## config.mk

```make
export PLATFORM = sky130hd
export DESIGN_NAME = sdram_arbiter_flat
export DESIGN_NICKNAME = d
export VERILOG_FILES = /design/src/rtl/sdram_arbiter_if.sv /design/src/rtl/sdram_arbiter.sv /design/src/flat_wrapper.sv
export SDC_FILE = /design/constraint.sdc
export NUM_CORES = 1
export LEC_CHECK = 0
export BUFFER_PORTS_ARGS = -buffer_cell sky130_fd_sc_hd__buf_2
export CORE_MARGIN = 10
export CORE_UTILIZATION = 47
export DETAILED_ROUTE_END_ITERATION = 10
export GPL_ROUTABILITY_DRIVEN = 0
export MAX_ROUTING_LAYER = met4
export PLACE_DENSITY = 0.86
export SLEW_MARGIN = 10
export SYNTH_ARGS = -nofsm -noshare
export SYNTH_HDL_FRONTEND = slang
export SYNTH_SLANG_ARGS = --single-unit
```

## constraint.sdc

```tcl
create_clock -name clk -period 1.9 [get_ports clk]
set_input_delay 0.285 -clock clk [delete_from_list [all_inputs] [get_ports clk]]
set_output_delay 0.285 -clock clk [all_outputs]
set_load 0.01 [all_outputs]
```

## src/rtl/sdram_arbiter_if.sv

```systemverilog
// Bus bundle between the two requesters (m0 fetch, m1 load/store), the arbiter and the sdram controller.
// The master modport is the arbiter's view; slave is the requester/sdram side.
interface sdram_arbiter_if;
  localparam int unsigned ADDR_W = 33;
  localparam int unsigned DATA_W = 32;
  localparam int unsigned SIZE_W = 2;

  logic              m0_req;
  logic              m0_rw;
  logic [ADDR_W-1:0] m0_addr;
  logic [DATA_W-1:0] m0_wdata;
  logic [SIZE_W-1:0] m0_size;
  logic              m0_ack;
  logic              m0_err;
  logic [DATA_W-1:0] m0_rdata;

  logic              m1_req;
  logic              m1_rw;
  logic [ADDR_W-1:0] m1_addr;
  logic [DATA_W-1:0] m1_wdata;
  logic [SIZE_W-1:0] m1_size;
  logic              m1_ack;
  logic              m1_err;
  logic [DATA_W-1:0] m1_rdata;

  logic              sd_rw_req;
  logic              sd_rw;
  logic [ADDR_W-1:0] sd_address;
  logic [DATA_W-1:0] sd_write_data;
  logic [SIZE_W-1:0] sd_size;
  logic [DATA_W-1:0] sd_read_data;
  logic              sd_data_valid;

  modport master (
    input  m0_req, m0_rw, m0_addr, m0_wdata, m0_size,
    output m0_ack, m0_err, m0_rdata,
    input  m1_req, m1_rw, m1_addr, m1_wdata, m1_size,
    output m1_ack, m1_err, m1_rdata,
    output sd_rw_req, sd_rw, sd_address, sd_write_data, sd_size,
    input  sd_read_data, sd_data_valid
  );

  modport slave (
    output m0_req, m0_rw, m0_addr, m0_wdata, m0_size,
    input  m0_ack, m0_err, m0_rdata,
    output m1_req, m1_rw, m1_addr, m1_wdata, m1_size,
    input  m1_ack, m1_err, m1_rdata,
    input  sd_rw_req, sd_rw, sd_address, sd_write_data, sd_size,
    output sd_read_data, sd_data_valid
  );
endinterface

```

## src/rtl/sdram_arbiter.sv

```systemverilog
// Two-port arbiter/sequencer sharing the sdram controller's single rw_req port.
// Default: fixed m1>m0 priority. Define SDRAM_ARB_RR_EN for round-robin on simultaneous requests.
module sdram_arbiter #(
  parameter logic [32:0] SDRAM_BASE = 33'h2FFFF,
  parameter logic [15:0] TIMEOUT    = 16'd4096
) (
  input  logic            clk,
  input  logic            reset,
  sdram_arbiter_if.master bus,
  output logic            busy
);
  localparam int unsigned ADDR_W = 33;
  localparam int unsigned DATA_W = 32;
  localparam int unsigned SIZE_W = 2;
  localparam int unsigned CNT_W  = 16;

  typedef enum logic [2:0] {S_IDLE, S_GRANT, S_WAIT, S_DONE, S_HOLDOFF} state_t;

  state_t            state_q, state_d;
  logic              winner_q, winner_d;  // 0 = m0, 1 = m1
  logic              err_q, err_d;
  logic [CNT_W-1:0]  cnt_q, cnt_d;
  logic              sd_rw_req_q, sd_rw_req_d;
  logic              sd_rw_q, sd_rw_d;
  logic [ADDR_W-1:0] sd_addr_q, sd_addr_d;
  logic [DATA_W-1:0] sd_wdata_q, sd_wdata_d;
  logic [SIZE_W-1:0] sd_size_q, sd_size_d;
  logic              m0_ack_q, m0_ack_d, m1_ack_q, m1_ack_d;
  logic              m0_err_q, m0_err_d, m1_err_q, m1_err_d;
  logic [DATA_W-1:0] m0_rdata_q, m0_rdata_d, m1_rdata_q, m1_rdata_d;
  logic              busy_d;
  logic              pick;
  logic              fin;
  logic              fin_err;
  logic [ADDR_W-1:0] req_addr;
`ifdef SDRAM_ARB_RR_EN
  logic              last_grant_q, last_grant_d;
`endif

  // Next-state and registered-output logic.
  always_comb begin
    state_d     = state_q;
    winner_d    = winner_q;
    err_d       = err_q;
    cnt_d       = cnt_q;
    sd_rw_req_d = sd_rw_req_q;
    sd_rw_d     = sd_rw_q;
    sd_addr_d   = sd_addr_q;
    sd_wdata_d  = sd_wdata_q;
    sd_size_d   = sd_size_q;
    m0_ack_d    = 1'b0;
    m1_ack_d    = 1'b0;
    m0_err_d    = 1'b0;
    m1_err_d    = 1'b0;
    m0_rdata_d  = m0_rdata_q;
    m1_rdata_d  = m1_rdata_q;
    fin         = 1'b0;
    fin_err     = 1'b0;
    req_addr    = '0;
`ifdef SDRAM_ARB_RR_EN
    last_grant_d = last_grant_q;
    pick         = bus.m1_req && (!bus.m0_req || !last_grant_q);
`else
    pick         = bus.m1_req;
`endif

    unique case (state_q)
      S_IDLE: begin
        if (bus.m0_req || bus.m1_req) begin
          winner_d   = pick;
          req_addr   = pick ? bus.m1_addr  : bus.m0_addr;
          sd_rw_d    = pick ? bus.m1_rw    : bus.m0_rw;
          sd_wdata_d = pick ? bus.m1_wdata : bus.m0_wdata;
          sd_size_d  = pick ? bus.m1_size  : bus.m0_size;
          sd_addr_d  = req_addr;
          // Out-of-window requests never reach the sdram.
          if ((req_addr < SDRAM_BASE) || req_addr[31]) begin
            state_d = S_DONE;
            err_d   = 1'b1;
            fin     = 1'b1;
            fin_err = 1'b1;
          end else begin
            state_d     = S_GRANT;
            err_d       = 1'b0;
            sd_rw_req_d = 1'b1;
          end
        end
      end
      S_GRANT: begin
        cnt_d   = '0;
        state_d = S_WAIT;
`ifdef SDRAM_ARB_RR_EN
        last_grant_d = winner_q;
`endif
      end
      S_WAIT: begin
        if (bus.sd_data_valid) begin
          sd_rw_req_d = 1'b0;
          state_d     = S_DONE;
          err_d       = 1'b0;
          fin         = 1'b1;
          if (!sd_rw_q) begin
            if (winner_q) m1_rdata_d = bus.sd_read_data;
            else          m0_rdata_d = bus.sd_read_data;
          end
        end else if (cnt_q >= (TIMEOUT - 16'd1)) begin
          sd_rw_req_d = 1'b0;
          state_d     = S_DONE;
          err_d       = 1'b1;
          fin         = 1'b1;
          fin_err     = 1'b1;
        end else if (cnt_q != '1) begin
          cnt_d = cnt_q + CNT_W'(1);
        end
      end
      S_DONE: begin
        state_d = S_HOLDOFF;
`ifdef SDRAM_ARB_RR_EN
        if (err_q) last_grant_d = winner_q;
`endif
      end
      S_HOLDOFF: state_d = S_IDLE;
      default:   state_d = S_IDLE;
    endcase

    if (fin) begin
      m0_ack_d = !winner_d;
      m1_ack_d = winner_d;
      m0_err_d = fin_err && !winner_d;
      m1_err_d = fin_err && winner_d;
    end
    busy_d = (state_d != S_IDLE);
  end

  always_ff @(posedge clk or negedge reset) begin
    if (!reset) begin
      state_q     <= S_IDLE;
      winner_q    <= 1'b0;
      err_q       <= 1'b0;
      cnt_q       <= '0;
      sd_rw_req_q <= 1'b0;
      sd_rw_q     <= 1'b0;
      sd_addr_q   <= '0;
      sd_wdata_q  <= '0;
      sd_size_q   <= '0;
      m0_ack_q    <= 1'b0;
      m1_ack_q    <= 1'b0;
      m0_err_q    <= 1'b0;
      m1_err_q    <= 1'b0;
      m0_rdata_q  <= '0;
      m1_rdata_q  <= '0;
      busy        <= 1'b0;
`ifdef SDRAM_ARB_RR_EN
      last_grant_q <= 1'b1;
`endif
    end else begin
      state_q     <= state_d;
      winner_q    <= winner_d;
      err_q       <= err_d;
      cnt_q       <= cnt_d;
      sd_rw_req_q <= sd_rw_req_d;
      sd_rw_q     <= sd_rw_d;
      sd_addr_q   <= sd_addr_d;
      sd_wdata_q  <= sd_wdata_d;
      sd_size_q   <= sd_size_d;
      m0_ack_q    <= m0_ack_d;
      m1_ack_q    <= m1_ack_d;
      m0_err_q    <= m0_err_d;
      m1_err_q    <= m1_err_d;
      m0_rdata_q  <= m0_rdata_d;
      m1_rdata_q  <= m1_rdata_d;
      busy        <= busy_d;
`ifdef SDRAM_ARB_RR_EN
      last_grant_q <= last_grant_d;
`endif
    end
  end

  assign bus.sd_rw_req     = sd_rw_req_q;
  assign bus.sd_rw         = sd_rw_q;
  assign bus.sd_address    = sd_addr_q;
  assign bus.sd_write_data = sd_wdata_q;
  assign bus.sd_size       = sd_size_q;
  assign bus.m0_ack        = m0_ack_q;
  assign bus.m1_ack        = m1_ack_q;
  assign bus.m0_err        = m0_err_q;
  assign bus.m1_err        = m1_err_q;
  assign bus.m0_rdata      = m0_rdata_q;
  assign bus.m1_rdata      = m1_rdata_q;
endmodule

```

## src/flat_wrapper.sv

```systemverilog
// flat-port wrapper written by rule: the top's interface ports become plain ports
module sdram_arbiter_flat 
#(
  parameter logic [32:0] SDRAM_BASE = 33'h2FFFF,
  parameter logic [15:0] TIMEOUT    = 16'd4096
)
  (clk, reset, busy, bus_m0_req, bus_m0_rw, bus_m0_addr, bus_m0_wdata, bus_m0_size, bus_m0_ack, bus_m0_err, bus_m0_rdata, bus_m1_req, bus_m1_rw, bus_m1_addr, bus_m1_wdata, bus_m1_size, bus_m1_ack, bus_m1_err, bus_m1_rdata, bus_sd_rw_req, bus_sd_rw, bus_sd_address, bus_sd_write_data, bus_sd_size, bus_sd_read_data, bus_sd_data_valid);
  sdram_arbiter_if bus_i ();
  input  logic clk;
  input  logic reset;
  output logic busy;
  input wire logic [$bits(bus_i.m0_req)-1:0] bus_m0_req;
  input wire logic [$bits(bus_i.m0_rw)-1:0] bus_m0_rw;
  input wire logic [$bits(bus_i.m0_addr)-1:0] bus_m0_addr;
  input wire logic [$bits(bus_i.m0_wdata)-1:0] bus_m0_wdata;
  input wire logic [$bits(bus_i.m0_size)-1:0] bus_m0_size;
  output wire logic [$bits(bus_i.m0_ack)-1:0] bus_m0_ack;
  output wire logic [$bits(bus_i.m0_err)-1:0] bus_m0_err;
  output wire logic [$bits(bus_i.m0_rdata)-1:0] bus_m0_rdata;
  input wire logic [$bits(bus_i.m1_req)-1:0] bus_m1_req;
  input wire logic [$bits(bus_i.m1_rw)-1:0] bus_m1_rw;
  input wire logic [$bits(bus_i.m1_addr)-1:0] bus_m1_addr;
  input wire logic [$bits(bus_i.m1_wdata)-1:0] bus_m1_wdata;
  input wire logic [$bits(bus_i.m1_size)-1:0] bus_m1_size;
  output wire logic [$bits(bus_i.m1_ack)-1:0] bus_m1_ack;
  output wire logic [$bits(bus_i.m1_err)-1:0] bus_m1_err;
  output wire logic [$bits(bus_i.m1_rdata)-1:0] bus_m1_rdata;
  output wire logic [$bits(bus_i.sd_rw_req)-1:0] bus_sd_rw_req;
  output wire logic [$bits(bus_i.sd_rw)-1:0] bus_sd_rw;
  output wire logic [$bits(bus_i.sd_address)-1:0] bus_sd_address;
  output wire logic [$bits(bus_i.sd_write_data)-1:0] bus_sd_write_data;
  output wire logic [$bits(bus_i.sd_size)-1:0] bus_sd_size;
  input wire logic [$bits(bus_i.sd_read_data)-1:0] bus_sd_read_data;
  input wire logic [$bits(bus_i.sd_data_valid)-1:0] bus_sd_data_valid;
  assign bus_i.m0_req = bus_m0_req;
  assign bus_i.m0_rw = bus_m0_rw;
  assign bus_i.m0_addr = bus_m0_addr;
  assign bus_i.m0_wdata = bus_m0_wdata;
  assign bus_i.m0_size = bus_m0_size;
  assign bus_m0_ack = bus_i.m0_ack;
  assign bus_m0_err = bus_i.m0_err;
  assign bus_m0_rdata = bus_i.m0_rdata;
  assign bus_i.m1_req = bus_m1_req;
  assign bus_i.m1_rw = bus_m1_rw;
  assign bus_i.m1_addr = bus_m1_addr;
  assign bus_i.m1_wdata = bus_m1_wdata;
  assign bus_i.m1_size = bus_m1_size;
  assign bus_m1_ack = bus_i.m1_ack;
  assign bus_m1_err = bus_i.m1_err;
  assign bus_m1_rdata = bus_i.m1_rdata;
  assign bus_sd_rw_req = bus_i.sd_rw_req;
  assign bus_sd_rw = bus_i.sd_rw;
  assign bus_sd_address = bus_i.sd_address;
  assign bus_sd_write_data = bus_i.sd_write_data;
  assign bus_sd_size = bus_i.sd_size;
  assign bus_i.sd_read_data = bus_sd_read_data;
  assign bus_i.sd_data_valid = bus_sd_data_valid;
  sdram_arbiter #(.SDRAM_BASE(SDRAM_BASE), .TIMEOUT(TIMEOUT)) u_core (.clk(clk), .reset(reset), .bus(bus_i), .busy(busy));
endmodule
```

==> results of run 1 <==
-- worst min-delay path by stage --
stage,from,end,slack [ps],cells after the start
final,bus_sd_read_data[21],u_core.bus.m0_rdata[21],100,2
after global routing,bus_sd_read_data[29],u_core.bus.m0_rdata[29],90,2
after CTS,bus_sd_read_data[21],u_core.bus.m0_rdata[21],80,2
after detailed placement,reset,u_core.bus.m1_rdata[28],260,1
after global placement,reset,u_core.bus.m1_rdata[28],260,1
after floorplan,reset,u_core.bus.m0_ack,-10,0
-- worst max-delay path, stage by stage, from the launching register on --
cell	delay (ps)
dfrtp_1	440
nor3b_4	260
and4bb_2	320
buf_4	250
mux2_2	370
-- registers in the layout (all words and copies together), names as in the netlist --
| register | flops |
|---|---|
| u_core.bus.m0_ack | 1 |
| u_core.bus.m0_err | 1 |
| u_core.bus.m0_rdata | 32 |
| u_core.bus.m1_ack | 1 |
| u_core.bus.m1_err | 1 |
| u_core.bus.m1_rdata | 32 |
| u_core.bus.sd_address | 33 |
| u_core.bus.sd_rw | 1 |
| u_core.bus.sd_rw_req | 1 |
| u_core.bus.sd_size | 2 |
| u_core.bus.sd_write_data | 32 |
| u_core.busy | 1 |
| u_core.cnt_q | 16 |
| u_core.state_q | 3 |
| u_core.winner_q | 1 |
-- per-stage QoR --
stage / total power, mW / instances
5_1_grt: 15.46 / 1092
3_5_place_dp: 11.35 / 1056
6_report: 14.50 / 1092
4_1_cts: 14.68 / 1089
2_1_floorplan: 8.592 / 578
3_3_place_gp: 11.09 / 1056
-- Yosys cell counts (2+ instances only) --
library cell | count | share of area (%)
nand2_1 | 74 | 4.0
mux2i_1 | 64 | 9.3
dfrtp_1 | 158 | 57
buf_1 | 2 | 0.11
nor2b_1 | 4 | 0.36
a22oi_1 | 3 | 0.33
buf_6 | 6 | 0.98
a41oi_1 | 2 | 0.25
a31oi_1 | 3 | 0.27
nor2_1 | 21 | 1.1
xnor2_1 | 10 | 1.3
nor4_1 | 13 | 1.2
mux2_2 | 61 | 10
nand2b_1 | 4 | 0.36
nand4_1 | 7 | 0.64
o21ai_0 | 67 | 4.9
clkbuf_1 | 11 | 0.60
inv_1 | 5 | 0.27
o21a_1 | 2 | 0.22
a21oi_1 | 4 | 0.29
mux2_1 | 4 | 0.65
nor3_1 | 7 | 0.51
buf_2 | 12 | 0.87
nand3_1 | 11 | 0.80
-- layout make-up --
type / count / area, µm² / area share, %
sequential: 158 / 3954 / 42.52
multi-input combinational: 382 / 2738 / 29.44
clock inverter: 12 / 111.4 / 1.198
inverter: 5 / 18.77 / 0.2018
clock buffer: 20 / 466.7 / 5.019
antenna: 3 / 7.507 / 0.08073
tap: 184 / 230.2 / 2.476
timing repair buffer: 328 / 1773 / 19.07
-- cells by family (layout without fill, tap and decap cells) --
| family | Yosys count | after routing |
|---|---|---|
| muxes | 129 | 129 |
| adders and majority gates | 1 | 1 |
| buffers and inverters | 38 | 365 |
| AOI/OAI and AO/OA | 87 | 87 |
| DFF | 158 | 158 |
| other | 0 | 3 |
| and+or+nand+nor | 155 | 155 |
| xor gates and xnor gates | 10 | 10 |
-- layer usage --
| metal | vias to the layer above | routed length (µm) | global-route usage (%) |
|---|---|---|---|
| met1 | 2695 | 8172 | 24.03 |
| met2 | 258 | 10900 | 35.74 |
| li1 | 2678 | - | - |
| met3 | 57 | 1663 | 6.517 |
| met4 | 0 | 1007 | 12.55 |
| met5 | - | 0 | - |
-- power by group --
group	internal, mW	switching (mW)
registers	4.87	0.807
clock network	1.91	1.37
logic	2.42	3.11
-- repair_timing --
item                       CTS  global route
hold endpoints to repair    47             0
setup endpoints to repair    0             0
hold buffers                 1             0
==> reports/results.ini, run 1 <==
[grt]
grt_pass1_vias=6132
antenna_found_initial=3
track_usage_pct=22.16
grt_pass1_wl_um=33530
grt_max_degree=80
grt_overflow=0

[placed_design]
hpwlAfterDp_um=17400
port_buffers=310
placed_cell_area_um2=8703
place_ws_ps=140.6

[layout]
final_nets=1066
fin_area_um2=9299
layout-drive-gt1-share_pct=47.73
layout_commonest_cell=buf_2
areaGrowthSynthToFinish_pct=34.86
utilization_pct=64.22
final_cell_mix=buf_2, dfrtp_1, nand2_1
nFillCells=1152

[sta]
setup_tns_ps=0
post-route-period-util_pct=92.52
slew_headroom_pct=64.32
setup_slack_ps=142.1
skew_ps=7.099
drv_slew=0
whs_ps=97.67
fin_crit_ps=1758
hold_viol=0
finalSetupViolations=0
rsz0062_at_grt=false
worst_slew_pin_slew_ps=535.2
fmax_ghz=0.5689

[setup_path]
crit_end=u_core.bus.m0_rdata[11]
ff2ff_path_depth=4
r2r-end=u_core.bus.m0_rdata[11]
crit_arrival_ps=2060
cp.required_ps=2200
path_class=flip-flop to flip-flop
cp-start-kind=flip-flop
r2r-start=u_core.state_q[2]
r2r_slack_ps=140
startpoint=u_core.state_q[2]
cp_max_fo=13
worst_setup_path_end_kind=flip-flop

[power_and_ir_drop]
vdd_ir_drop_max_uv=672.9
power_density_nw_per_um2=1559
leakagePower_nw=4.775

[detailed_routing]
vias=5688
ant_nets=0
route.detailed.drc=0
wl_per_cell_um=19.91
first_pass_iters=4
viasPerCell=5.209
wirelength_um=21740
drtIter0Drc=252

[yosys]
synth_top_flop_cell=dfrtp_1
syn_area_um2=6895
synthAdderAreaFrac_pct=0.1815
synth_xor_area_share_pct=1.270
synth_edf_count=0
yosysSeqAreaShare_pct=57.34
yosys.area_share.simple_pct=11.18
avgSynthCellArea_um2=11.93
synth_top_family_by_area=multiplexers
ys_seq_elements=158
syn_inst=578
muxShareOfSynthArea_pct=19.91
ys_types=47
syn_nets=752
synth-async-reset-ratio_pct=100.0
yosysWarnings=0
synth_compound_area_share_pct=7.004

[clock_tree]
cts_tree=yes
insertion_delay_ps=420
cts_buffers=17
cts-resized-gates=0
htreeDepth=4
root_buffer=clkbuf_16
cts_setup_buffers=0
cts_buffer_depth=2
cts.sinks=158
clk_pin_slew_ps=60

[floorplanning]
num_io_pins=311
die_area_um2=19920
die_y_um=141.1
die_w_um=141.1
num_rows=44
start_util_pct=47.62
coreArea_um2=14480

[status]
status=finished clean

[min_path]
hp-class=primary input to flip-flop

[run]
drv_cap=0

Note: power is estimated with default switching activity, not from simulation.
==> run 2: changes to the inputs <==
--- a/config.mk
+++ b/config.mk
@@ -10,6 +10,7 @@
 export CORE_UTILIZATION = 47
 export DETAILED_ROUTE_END_ITERATION = 10
 export GPL_ROUTABILITY_DRIVEN = 0
+export GPL_TIMING_DRIVEN = 0
 export MAX_ROUTING_LAYER = met4
 export PLACE_DENSITY = 0.86
 export SLEW_MARGIN = 10
==> run 2 against run 1 <==
Via count grew 3.6%. Cell count grew 1.9%. Count of clock-buffer cells in the layout is the same. Non-clock buffer count grew 21. Final area grew 1.5%. Combinational power grew 3%. Setup slack lost 100 ps. Utilization grew 0.99 points. Clock skew grew 0.97 ps. Fmax shrank 5.5%. Critical endpoint is now u_core.bus.m0_err.
==> reports/results.ini, run 2 (synthesis gave the netlist of run 1 again) <==
[clock_tree]
cts_buffer_depth=2  ; unchanged
root_buffer=clkbuf_16
htreeDepth=4  ; unchanged
cts_tree=yes
cts_buffers=17  ; unchanged
clk_pin_slew_ps=60  ; about the same
insertion_delay_ps=430  ; about the same
cts.sinks=158  ; unchanged

[setup_path]
cp-start-kind=flip-flop
cp.required_ps=2200  ; about the same
cp_max_fo=7  ; -6
path_class=flip-flop to flip-flop
crit_arrival_ps=2160  ; +100 ps
worst_setup_path_end_kind=flip-flop

[grt]
antenna_found_initial=3  ; unchanged
grt_max_degree=90  ; +13%
grt_overflow=0  ; unchanged
track_usage_pct=22.86  ; +0.70 points
grt_pass1_wl_um=34600  ; +3.2%
grt_pass1_vias=6452  ; +5.2%

[detailed_routing]
highest_layer=met4
viasPerCell=5.296  ; +1.7%
met3WireLength_um=1597  ; -4.0%
vias=5895  ; +3.6%
route.detailed.drc=0  ; unchanged
wl_met1_um=8571  ; +4.9%
wl_per_cell_um=20.50  ; +3.0%
wl_met2_um=11860  ; +8.8%
wirelength_um=22820  ; +5.0%
ant_nets=0  ; unchanged
first_pass_iters=5  ; +1
drtIter0Drc=257  ; +2.0%

[min_path]
hp-class=primary input to flip-flop

[layout]
areaGrowthSynthToFinish_pct=36.94
final_cell_mix=buf_2, dfrtp_1, nand2_1
layout-drive-gt1-share_pct=48.60  ; +0.86 points
layout.cells.non_filler=1113  ; +1.9%
layout_commonest_cell=buf_2
final_nets=1087  ; +2.0%
largest_reg_flops=33  ; unchanged

[sta]
whs_ps=102.7  ; +5.004 ps
finalSetupViolations=0  ; unchanged
slew_headroom_pct=45.31  ; -19 points
worst_slew_pin_slew_ps=820.3  ; +285.1 ps
hold_viol=0  ; unchanged
fmax_ghz=0.5378  ; -5.5%
fin_crit_ps=1859  ; +101.4 ps
post-route-period-util_pct=97.86  ; +5.3 points
skew_ps=8.070  ; +0.9703 ps
drv_slew=0  ; unchanged

[floorplanning]
die_y_um=141.1  ; unchanged
start_util_pct=47.62  ; unchanged
num_io_pins=311  ; unchanged
num_rows=44  ; unchanged
coreArea_um2=14480  ; unchanged
die_w_um=141.1  ; unchanged
die_area_um2=19920  ; unchanged

[placed_design]
place_inst=1073  ; +1.6%
port_buffers=310  ; unchanged
hpwlAfterDp_um=18300  ; +5.1%

[status]
status=finished clean

[power_and_ir_drop]
power_density_nw_per_um2=1567  ; +0.53%
leakagePower_nw=4.837  ; +1.3%
p_total_mw=14.80  ; +2.1%
vdd_ir_drop_max_uv=765.4  ; +14%

[run]
drv_cap=0  ; unchanged

## run 2: cell types whose count changed in the layout (fill, tap and decap cells not counted), sizes merged
cell,change
clkinvlp,-1
clkinv,+1
dlymetal6s2s,+1
clkbuf,+12
buf,+8
bufinv,+1
inv,-1
## run 2: through the flow
stage | TNS [ps] | worst slack (ps) | utilization [%] | instance area [µm²]
after floorplan | 0 | 155.1 | - | 6895
after global placement | -285550 | -1695 | 59.93 | 8677
after detailed placement | -24170 | -390.8 | 60.19 | 8715
after CTS | 0 | 9.338 | 64.54 | 9344
after global routing | -53.22 | -18.82 | 65.22 | 9443
final | 0 | 40.74 | 65.22 | 9443
## run 2: metal layers
layer  vias to the layer above  global-route usage [%]
met4                         0                   11.03
met3                        50                   5.710
met2                       265                   38.71
li1                       2721                       -
met5                         -                       -
met1                      2859                   24.58
## run 2: area by class of cell
type,count,area (µm²)
Multi-Input combinational cell,382,2803
Tap cell,184,230.2
Inverter,5,18.77
Buffer,32,197.7
Antenna cell,3,7.507
Clock buffer,20,456.7
Fill cell,1149,5036
Clock inverter,12,137.6
Timing Repair Buffer,317,1634
Sequential cell,158,3958
## run 2: final timing paths
check                                     startpoint                            to  slack (ps)  depth (start not counted)
min reg2reg                u_core.bus.sd_address[21]     u_core.bus.sd_address[21]         480                          2
min                              bus_sd_read_data[4]        u_core.bus.m1_rdata[4]         100                          2
max reg2reg                          u_core.cnt_q[0]             u_core.bus.m0_err          40                          6
max                                  u_core.cnt_q[0]             u_core.bus.m0_err          40                          6
min in group asynchronous                      reset       u_core.bus.m0_rdata[24]         430                          2
max in group asynchronous                      reset  u_core.bus.sd_write_data[20]         690                          3
## run 2: what timing repair did
action / 4_1_cts / 5_1_grt
gates cloned: 0 / 1
endpoints found under the hold margin: 88 / 0
setup endpoints to repair: 103 / 73
resized for setup: 4 / 17
setup buffers: 2 / 2
pin swaps: 1 / 5
hold buffers: 1 / 0
## run 2: power breakdown
group	switching (mW)	leakage, nW	internal [mW]	total (mW)
sequential	0.834	1.96	4.88	5.71
clock	1.39	0.287	2.01	3.40
combinational	3.22	2.59	2.46	5.68
total	5.44	4.84	9.36	14.8
## run 2: critical path, stage by stage, from the launching register on
cell,delay [ps]
dfrtp_1,430
ha_4,170
nand4_1,140
o31ai_4,420
and2b_2,210
a41oi_1,60
a21oi_1,310
